[config.mk]
export PLATFORM = sky130hd
export DESIGN_NAME = ringbuf_ctrl_flat
export DESIGN_NICKNAME = d
export VERILOG_FILES = /design/src/rtl/ringbuf_ctrl_if.sv /design/src/rtl/ringbuf_ctrl.sv /design/src/flat_wrapper.sv
export SDC_FILE = /design/constraint.sdc
export NUM_CORES = 1
export LEC_CHECK = 0
export CAP_MARGIN = 20
export CORE_ASPECT_RATIO = 2
export CORE_MARGIN = 4
export CORE_UTILIZATION = 40
export CTS_CLUSTER_DIAMETER = 200
export DETAILED_ROUTE_END_ITERATION = 10
export PLACE_DENSITY = 0.65
export SYNTH_ARGS = -nofsm -noshare
export SYNTH_HDL_FRONTEND = slang
export SYNTH_SLANG_ARGS = --single-unit
[constraint.sdc]
create_clock -name clock -period 4.28 [get_ports clock]
set_input_delay 1.284 -clock clock [delete_from_list [all_inputs] [get_ports clock]]
set_output_delay 1.284 -clock clock [all_outputs]
set_load 0.05 [all_outputs]
[src/rtl/ringbuf_ctrl_if.sv]
// ringbuf_ctrl_if: ring buffer control bus; controls enable/flush/wr_req/rd_req in, wr_en/wr_ptr/ramadrs/outstrobe/count/full/empty/overflow/underflow out
interface ringbuf_ctrl_if #(parameter int counter_size = 4);
  logic enable;
  logic flush;
  logic wr_req;
  logic rd_req;
  logic wr_en;
  logic [counter_size-1:0] wr_ptr;
  logic [2*counter_size:0] ramadrs;
  logic outstrobe;
  logic [counter_size:0] count;
  logic full;
  logic empty;
  logic overflow;
  logic underflow;
  modport master (
    output enable, flush, wr_req, rd_req,
    input  wr_en, wr_ptr, ramadrs, outstrobe, count, full, empty, overflow, underflow
  );
  modport slave (
    input  enable, flush, wr_req, rd_req,
    output wr_en, wr_ptr, ramadrs, outstrobe, count, full, empty, overflow, underflow
  );
endinterface

[src/rtl/ringbuf_ctrl.sv]
// ringbuf_ctrl: ring buffer pointer/flow controller; ports clock, reset (sync, active-high) and bus (ringbuf_ctrl_if.slave) carrying requests, pointers, address bus and status flags
module ringbuf_ctrl #(
  parameter int counter_size = 4,
  parameter int buffer_size  = 16
) (
  input logic clock,
  input logic reset,
  ringbuf_ctrl_if.slave bus
);
  localparam int cs = counter_size;
  typedef enum logic [1:0] {IDLE, RUN, DRAIN} state_t;
  state_t state;
  logic [cs:0] wptr, rptr, count, cnt_nxt;
  logic [cs-1:0] rd_addr;
  logic outstrobe, overflow, underflow;
  logic full, empty, rd_acc, wr_acc;
  assign full    = count == (cs+1)'(buffer_size);
  assign empty   = count == '0;
  assign rd_acc  = bus.rd_req & (state != IDLE) & !empty;
  assign wr_acc  = bus.wr_req & (state == RUN) & (!full | rd_acc);
  assign cnt_nxt = count + (cs+1)'(wr_acc) - (cs+1)'(rd_acc);
  assign bus.wr_en     = wr_acc;
  assign bus.wr_ptr    = wptr[cs-1:0];
  assign bus.ramadrs   = {wptr[cs] ^ rptr[cs], wptr[cs-1:0], rd_addr};
  assign bus.outstrobe = outstrobe;
  assign bus.count     = count;
  assign bus.full      = full;
  assign bus.empty     = empty;
  assign bus.overflow  = overflow;
  assign bus.underflow = underflow;
  always_ff @(posedge clock) begin
    if (reset) begin
      state     <= IDLE;
      wptr      <= '0;
      rptr      <= '0;
      rd_addr   <= '0;
      count     <= '0;
      outstrobe <= 1'b0;
      overflow  <= 1'b0;
      underflow <= 1'b0;
    end else if (bus.flush) begin
      state     <= bus.enable ? RUN : IDLE;
      wptr      <= '0;
      rptr      <= '0;
      rd_addr   <= '0;
      count     <= '0;
      outstrobe <= 1'b0;
      overflow  <= 1'b0;
      underflow <= 1'b0;
    end else begin
      state     <= bus.enable ? RUN : (state != IDLE && cnt_nxt != '0) ? DRAIN : IDLE;
      wptr      <= wr_acc ? wptr + 1'b1 : wptr;
      rptr      <= rd_acc ? rptr + 1'b1 : rptr;
      rd_addr   <= rd_acc ? rptr[cs-1:0] : rd_addr;
      count     <= cnt_nxt;
      outstrobe <= rd_acc;
      overflow  <= overflow | (bus.wr_req & (state == RUN) & full & !rd_acc);
      underflow <= underflow | (bus.rd_req & (state != IDLE) & empty);
    end
  end
endmodule

[src/flat_wrapper.sv]
// flat-port wrapper written by rule: the top's interface ports become plain ports
module ringbuf_ctrl_flat 
#(
  parameter int counter_size = 4,
  parameter int buffer_size  = 16
)
  (clock, reset, bus_enable, bus_flush, bus_wr_req, bus_rd_req, bus_wr_en, bus_wr_ptr, bus_ramadrs, bus_outstrobe, bus_count, bus_full, bus_empty, bus_overflow, bus_underflow);
  ringbuf_ctrl_if #(.counter_size(counter_size)) bus_i ();
  input logic clock;
  input logic reset;
  input wire logic [$bits(bus_i.enable)-1:0] bus_enable;
  input wire logic [$bits(bus_i.flush)-1:0] bus_flush;
  input wire logic [$bits(bus_i.wr_req)-1:0] bus_wr_req;
  input wire logic [$bits(bus_i.rd_req)-1:0] bus_rd_req;
  output wire logic [$bits(bus_i.wr_en)-1:0] bus_wr_en;
  output wire logic [$bits(bus_i.wr_ptr)-1:0] bus_wr_ptr;
  output wire logic [$bits(bus_i.ramadrs)-1:0] bus_ramadrs;
  output wire logic [$bits(bus_i.outstrobe)-1:0] bus_outstrobe;
  output wire logic [$bits(bus_i.count)-1:0] bus_count;
  output wire logic [$bits(bus_i.full)-1:0] bus_full;
  output wire logic [$bits(bus_i.empty)-1:0] bus_empty;
  output wire logic [$bits(bus_i.overflow)-1:0] bus_overflow;
  output wire logic [$bits(bus_i.underflow)-1:0] bus_underflow;
  assign bus_i.enable = bus_enable;
  assign bus_i.flush = bus_flush;
  assign bus_i.wr_req = bus_wr_req;
  assign bus_i.rd_req = bus_rd_req;
  assign bus_wr_en = bus_i.wr_en;
  assign bus_wr_ptr = bus_i.wr_ptr;
  assign bus_ramadrs = bus_i.ramadrs;
  assign bus_outstrobe = bus_i.outstrobe;
  assign bus_count = bus_i.count;
  assign bus_full = bus_i.full;
  assign bus_empty = bus_i.empty;
  assign bus_overflow = bus_i.overflow;
  assign bus_underflow = bus_i.underflow;
  ringbuf_ctrl #(.counter_size(counter_size), .buffer_size(buffer_size)) u_core (.clock(clock), .reset(reset), .bus(bus_i));
endmodule
==> metrics.md, run 1 <==
| Metric | Value |
|---|---|
| Pwr Density | approximately 310 mW/mm^2 |
| Post-layout util | 54.37% |
| Most common cell after layout, fill and taps aside | clkdlybuf4s50_1 |
| Final hold violation count | 0 |
| Total CTS buffers | 3 |
| FF-to-FF Start | u_core.bus.count[2] |
| Fin Clk Skew | 0.001342 ns |
| Congestion Overflow GR | 0 |
| Yosys warnings | 0 |
| DRT antenna net count | 0 |
| Hold-fix buffers at CTS | 0 |
| Max Cap Viol | 0 |
| Routed len/inst | 13.60 um |
| Number of global-route vias before repair | about 940 |
| Synthesized area | 0.001204 mm^2 |
| Status | finished clean |
| Worst Min Path Start | u_core.bus.overflow |
| Yosys cell types | 32 |
| First-pass GRT wire length | around 4000 um |
| CTS tree | yes |
| Maximum fanout along the worst path | 10 |
| Share of cells above drive strength 1 | a little over a tenth |
| Mean Syn Cell Area | around 9.6 um^2 |
| Clk slew on worst S/H paths | 0.08 ns |
| Initial antenna violation count | 0 |
| Tcrit/Tclk final | 86.87% |
| CP endpoint kind | primary output |
| Num Clock Sinks | 24 |
| Fill cell count | 270 |
| Sequential element share of the synthesized area | between 30% and 40% |
| Hold_ws | roughly 0.47 ns |
| Relative slew margins | around 62% |
| Area of the multi-input gates | roughly 640 um^2 |
| First-pass iteration count of the detailed router | 2 |
| Starting density of the core | 42.42% |
| Data required, critical path | 3.00 ns |
| Min-Delay Path Depth | 1 |
| Fin nets | roughly 160 |
| Hpwl dp | about 1800 um |
| Ant. Diodes | 0 |
| Max-slew violation count | 0 |
| Period minus WS final | 3.718 ns |
| Postcts setup bufs | 0 |
| Total power | ~0.48 mW |
| Critical path origin | bus_rd_req |
| Clock root cell | clkbuf_8 |
| Via count | 923 |
| Area growth, synth to finish | 28.17% |
| Clock Latency Late Sink | around 0.26 ns |
| DRC Markers | 0 |
| Flop2flop setup slack | 1.50 ns |
| GP Congestion | 0.8489 |
| Min-Delay Path Class | flop to flop |
| R2R depth | 12 |
| Port bufs | 29 |
| Core footprint | between 0.002 and 0.003 mm^2 |
| Maximum vdd drop | approximately 0.2 mV |
| CP arrival | 2.43 ns |
| Largest net degree at the start of global routing | 21 |
| Routed WL | ~2400 um |
| Height of the die | approximately 86 um |
| Static Leak | 0.5470 nW |
| Critical path type | primary input to primary output |
| Worst slew pin tran | 0.5704 ns |
| GRT Total Usage | ~14% |
| Vias per cell | 5.215 |
| Final number of setup-violating endpoints | 0 |
| Yosys top cell by area | dfxtp_1 |
| Synthesized instance count | about 130 |
| H-Tree Depth | 1 |
| Commonest non-fill, non-tap cells in the layout | clkdlybuf4s50_1, dfxtp_1, nor2_1 |
| FF/Latch Area | roughly 480 um^2 |
| Die area | approximately 0.0040 mm^2 |
| Synth Register Bits | 24 |
| Startpoint Class | primary input |
| RSZ-0062 raised after global routing | false |
| Post-CTS Resized | 0 |
| Synth top area share | about two fifths |
| CTS max path bufs | 2 |
| Setup TNS | 0 ns |
| Max Fclk | 269.0 MHz |
| Row count | 27 |
| Drt first-iter violations | 21 |
| Worst hold endpoint | u_core.bus.overflow |
| Reg2reg end | u_core.state[1] |
| Syn nets | approximately 140 |
| Cells taking the most area after synthesis | dfxtp_1, xnor2_1, ha_1, nor2_1, buf_4 |
| Die W | ~47 um |
| Ports | 30 |
==> per-stage QoR <==
stage | setup slack, ns | cells | cell area, um^2
CTS | 0.5528 | 177 | 1543
finish | 0.5619 | 177 | 1543
floorplan | 1.123 | 125 | 1204
global route | 0.4942 | 177 | 1543
global placement | 0.5941 | 173 | 1471
detailed placement | 0.5455 | 173 | 1471
==> state kept, by name (all words and copies together), names as in the netlist <==
signal / count
u_core.bus.overflow: 1
u_core.state: 2
u_core.bus.count: 5
u_core.bus.underflow: 1
u_core.wptr: 5
u_core.rptr: 5
u_core.rd_addr: 4
u_core.bus.outstrobe: 1
==> synthesized netlist by cell type (all sizes together) <==
master and instances:
clkbuf 1, buf 10, nor4bb 1, a31oi 1, o21bai 1, nor3 3
xor2 1, fa 1, a31o 1, and2 3, a21oi 5, nor2b 1
nand2 4, inv 3, mux2i 5, xnor2 11, nand3 4, nor3b 2
o21ai 4, ha 7, a21o 1, or2 1, nor4b 1, o21a 2
dfxtp 24, nor2 24, a211oi 2, nand3b 1
==> worst max-delay path by stage <==
stage,endpoint,slack [ns],cells past startpoint
2_1_floorplan,u_core.state[1],1.12,12
3_3_place_gp,bus_wr_en,0.59,4
3_5_place_dp,u_core.state[1],0.55,11
4_1_cts,bus_wr_en,0.55,4
5_1_grt,bus_wr_en,0.49,4
6_report,bus_wr_en,0.56,4
==> layer usage <==
layer	track usage [%]	routed length, um	share of wire [%]	vias up
met5	0	0	0	-
met4	6.045	35	1.5	0
met3	2.101	111	4.6	4
met2	23.54	1301	54	20
met1	15.14	958	40	440
li1	-	-	-	459
==> area by class of cell <==
class                      instances  share of cell area (%)
multi-input combinational         87                   41.20
sequential                        24                   31.14
timing repair buffer              30                   19.95
clock buffer                       3                   2.676
tap                               29                   2.352
clock inverter                     1                   1.946
inverter                           3                  0.7299
==> critical path, cell delays in order <==
cell and delay [ns]:
clkdlybuf4s50_1 0.50, o21ai_2 0.18, a21oi_4 0.29, buf_12 0.17
==> cell families after synthesis <==
kind of cell	count (synthesis)	share of synthesized area (%)
AO/OA/AOI/OAI	17	11.12
XOR/XNOR	12	8.732
adder cells (fa/ha/maj)	8	8.939
buffers and inverters	14	7.275
flip-flops	24	39.92
multiplexers	5	4.158
AND/OR/NAND/NOR	45	19.85
==> power by group <==
part / switching [mW] / internal [mW] / leakage, nW / total (mW)
combinational: 0.0319 / 0.0214 / 0.318 / 0.0533
clock: 0.0730 / 0.125 / 0.0357 / 0.198
sequential: 0.00297 / 0.225 / 0.194 / 0.228
(Power assumes the default switching activity.)
==> run 2: changes to the inputs <==
Settings changed: ABC_AREA set to 1, CORE_ASPECT_RATIO 2 to not set, CORE_UTILIZATION 40 to 53, PLACE_DENSITY 0.65 to 0.82.
==> run 2 against run 1 <==
Effect of this change: sequential power about the same; clock power down 18%; via count up 25%; sequential share of layout area down 1.7 points; die area down 16%; setup slack better by 0.018 ns; flip-flop and latch count unchanged; design area up 5.8%; core utilization up 17 points; largest power group unchanged.
==> metrics.md, run 2 <==
| Metric | Value |
|---|---|
| Min-Delay Path Depth | 2 (+1) |
| Drt first-iter violations | 24 (+14%) |
| Routed len/inst | 12.36 um (-9.1%) |
| Relative slew margins | 65.22% (+3.2 points) |
| Final setup slack of the worst path | 0.5796 ns (+0.01765 ns) |
| Height of the die | 57.93 um (-32%) |
| Via count | 1,157 (+25%) |
| CP arrival | 2.42 ns (about the same) |
| Die area | 0.003356 mm^2 (-16%) |
| Row count | 17 (-37%) |
| Worst hold endpoint | u_core.rd_addr[0] |
| Maximum fanout along the worst path | 6 (-4) |
| Total CTS buffers | 3 (unchanged) |
| DRC Markers | 0 (unchanged) |
| Share of cells above drive strength 1 | 9.091% (-1.7 points) |
| Final hold violation count | 0 (unchanged) |
| Most common cell after layout, fill and taps aside | nand2_1 |
| Top flop regs | u_core.bus.count: 5 flops, u_core.rptr: 5 flops, u_core.wptr: 5 flops |
| Hold-fix buffers at CTS | 0 (unchanged) |
| Synth top area share | 36.36% (-3.6 points) |
| Critical path's slowest cell | clkdlybuf4s50_1 |
| Flop2flop setup slack | 1.64 ns (+0.14 ns) |
| Routed WL | 2794 um (+16%) |
| First-pass iteration count of the detailed router | 4 (+2) |
| Min-Delay Path Class | flop to flop |
| GRT Total Usage | 18.07% (+4.5 points) |
| GP Congestion | 0.8061 (-5.0%) |
| First-pass GRT wire length | 4912 um (+22%) |
| Postcts setup bufs | 0 (unchanged) |
| Fin nets | 213 (+31%) |
| Max-slew violation count | 0 (unchanged) |
| Syn nets | 189 (+36%) |
| Startpoint Class | primary input |
| Data required, critical path | 3.00 ns (about the same) |
| Hpwl dp | 2126 um (+16%) |
| Starting density of the core | 57.52% (+15 points) |
| Synthesized area | 0.001321 mm^2 (+9.8%) |
| Yosys top cell by area | dfxtp_1 |
| CTS max path bufs | 2 (unchanged) |
| RSZ-0062 raised after global routing | false |
| Most used DFF post-synth | dfxtp_1 |
| Sequential element share of the synthesized area | 36.36% (-3.6 points) |
| Area growth, synth to finish | 23.58% |
| Synthesized instance count | 175 (+40%) |
| Max Fclk | 270.2 MHz (+0.48%) |
| Max Cap Viol | 0 (unchanged) |
| Fraction of registers with async set/reset | 0% (unchanged) |
| Num Clock Sinks | 24 (unchanged) |
| Most numerous cell in the Yosys netlist | nand2_1 |
| Mean Syn Cell Area | 7.550 um^2 (-22%) |
| R2R depth | 17 (+5) |
| Critical path type | primary input to primary output |
| Clock root cell | clkbuf_4 |
| Port bufs | 29 (unchanged) |
| Post-synth EDFFs | 0 (unchanged) |
| Number of global-route vias before repair | 1,150 (+23%) |
| Die W | 57.93 um (+24%) |
| Reg2reg end | u_core.state[1] |
| CTS tree | yes |
| Cells taking the most area after synthesis | dfxtp_1, nand2_1, nor2_1, ha_1, nand3_1 |
| Ant. Diodes | 0 (unchanged) |
| Crit path cell chain | clkdlybuf4s50_1, nand2_2, nor2_4, inv_2, nor2_8, buf_12 |
| CP endpoint kind | primary output |
| Worst Min Path Start | u_core.rd_addr[0] |
| Yosys warnings | 0 (unchanged) |
| Period minus WS final | 3.700 ns (-0.01765 ns) |
| Top delay family on crit path | buffers and inverters |
| Commonest non-fill, non-tap cells in the layout | nand2_1, clkdlybuf4s50_1, nor2_1 |
| Dpl ws | 0.5732 ns (+0.02772 ns) |
| Synth Register Bits | 24 (unchanged) |
| Initial antenna violation count | 0 (unchanged) |
| Buf+Inv Stages, Crit Path | 3 (+1) |
| Fin Clk Skew | 0.004949 ns (+0.003607 ns) |
| Final number of setup-violating endpoints | 0 (unchanged) |
| Tcrit/Tclk final | 86.46% (-0.41 points) |
| Clk slew on worst S/H paths | 0.14 ns (+0.06 ns) |
| Largest net degree at the start of global routing | 17 (-19%) |
| Most frequent cells after synthesis | nand2_1, nor2_1, dfxtp_1 |
| Fill cell count | 188 (-30%) |
| Ports | 30 (unchanged) |
| H-Tree Depth | 1 (unchanged) |
| Pwr Density | 281.7 mW/mm^2 (-9.4%) |
| Worst slew pin tran | 0.5211 ns (-0.04924 ns) |
| Clock Latency Late Sink | 0.31 ns (+0.05 ns) |
| Setup TNS | 0 ns (unchanged) |
| FF-to-FF Start | u_core.bus.count[2] |
| Post-layout util | 71.08% (+17 points) |
| Core footprint | 0.002297 mm^2 (-19%) |
| Static Leak | 0.6739 nW (+23%) |
| Vias per cell | 5.119 (-1.8%) |
| DRT antenna net count | 0 (unchanged) |
| Post-CTS Resized | 0 (unchanged) |
| Maximum vdd drop | 0.2061 mV (+4.0%) |
| Status | finished clean |
| Congestion Overflow GR | 0 (unchanged) |
| Highest cell delay on the worst timing path | 0.47 ns (-0.03 ns) |
| Yosys cell types | 25 (-22%) |
[run 2: cells by family after synthesis]
group | count (synthesis) | synth area share [%]
AO/OA/AOI/OAI | 19 | 7.481
flip-flops | 24 | 36.36
buffers and inverters | 30 | 11.55
adder cells (fa/ha/maj) | 8 | 8.144
AND/OR/NAND/NOR | 89 | 33.14
XOR/XNOR | 5 | 3.315
[run 2: report_power, final]
group | switching (mW) | internal, mW | leakage (nW)
Sequential | 0.00339 | 0.226 | 0.194
Combinational | 0.0433 | 0.0238 | 0.452
Clock | 0.0688 | 0.0945 | 0.0279
Total | 0.116 | 0.344 | 0.674
[run 2: worst max-delay path by stage]
stage / to / depth (start not counted) / startpoint / slack [ns]
detailed placement: bus_wr_en / 6 / bus_wr_req / 0.57
global placement: bus_wr_en / 6 / bus_wr_req / 0.60
global route: bus_wr_en / 6 / bus_wr_req / 0.52
finish: bus_wr_en / 6 / bus_wr_req / 0.58
floorplan: bus_wr_en / 4 / bus_rd_req / 1.19
CTS: bus_wr_en / 6 / bus_wr_req / 0.57
[run 2: area by class of cell]
type                            count  area (um^2)  share of cell area (%)
Inverter                           20        76.32                   4.674
Multi-Input combinational cell    121        688.2                   42.15
Tap cell                           28        35.03                   2.146
Clock inverter                      1        30.03                   1.839
Sequential cell                    24        480.5                   29.43
Timing Repair Buffer               29        300.3                   18.39
Clock buffer                        3        22.52                   1.379
[run 2: worst reg2reg max path: cells and delay by family, from the launching register on]
family,cells,cell delay (ns)
adder cells (fa/ha/maj),3,0.83
flip-flops,1,0.36
AND/OR/NAND/NOR,11,1.05
buffers and inverters,3,0.32
[run 2: routing by layer]
metal  share of wire (%)  vias up  routed length (um)  GRT usage, %
met1                  45      528                1261         23.40
li1                    -      591                   -             -
met2                  49       36                1377         31.61
met3                 5.4        2                 151         2.673
met4                0.14        0                   4         3.974
met5                   0        -                   0             0
[run 2: per-stage QoR]
stage | cell area (um^2) | hold WS, ns | cells | power [mW]
6_report | 1633 | 0.4810 | 226 | 0.4600
5_1_grt | 1633 | 0.5246 | 226 | 0.4786
4_1_cts | 1633 | 0.4832 | 226 | 0.4632
3_5_place_dp | 1580 | 0.4615 | 222 | 0.3012
3_3_place_gp | 1580 | 0.4587 | 222 | 0.2999
2_1_floorplan | 1321 | 0.4760 | 175 | 0.2813
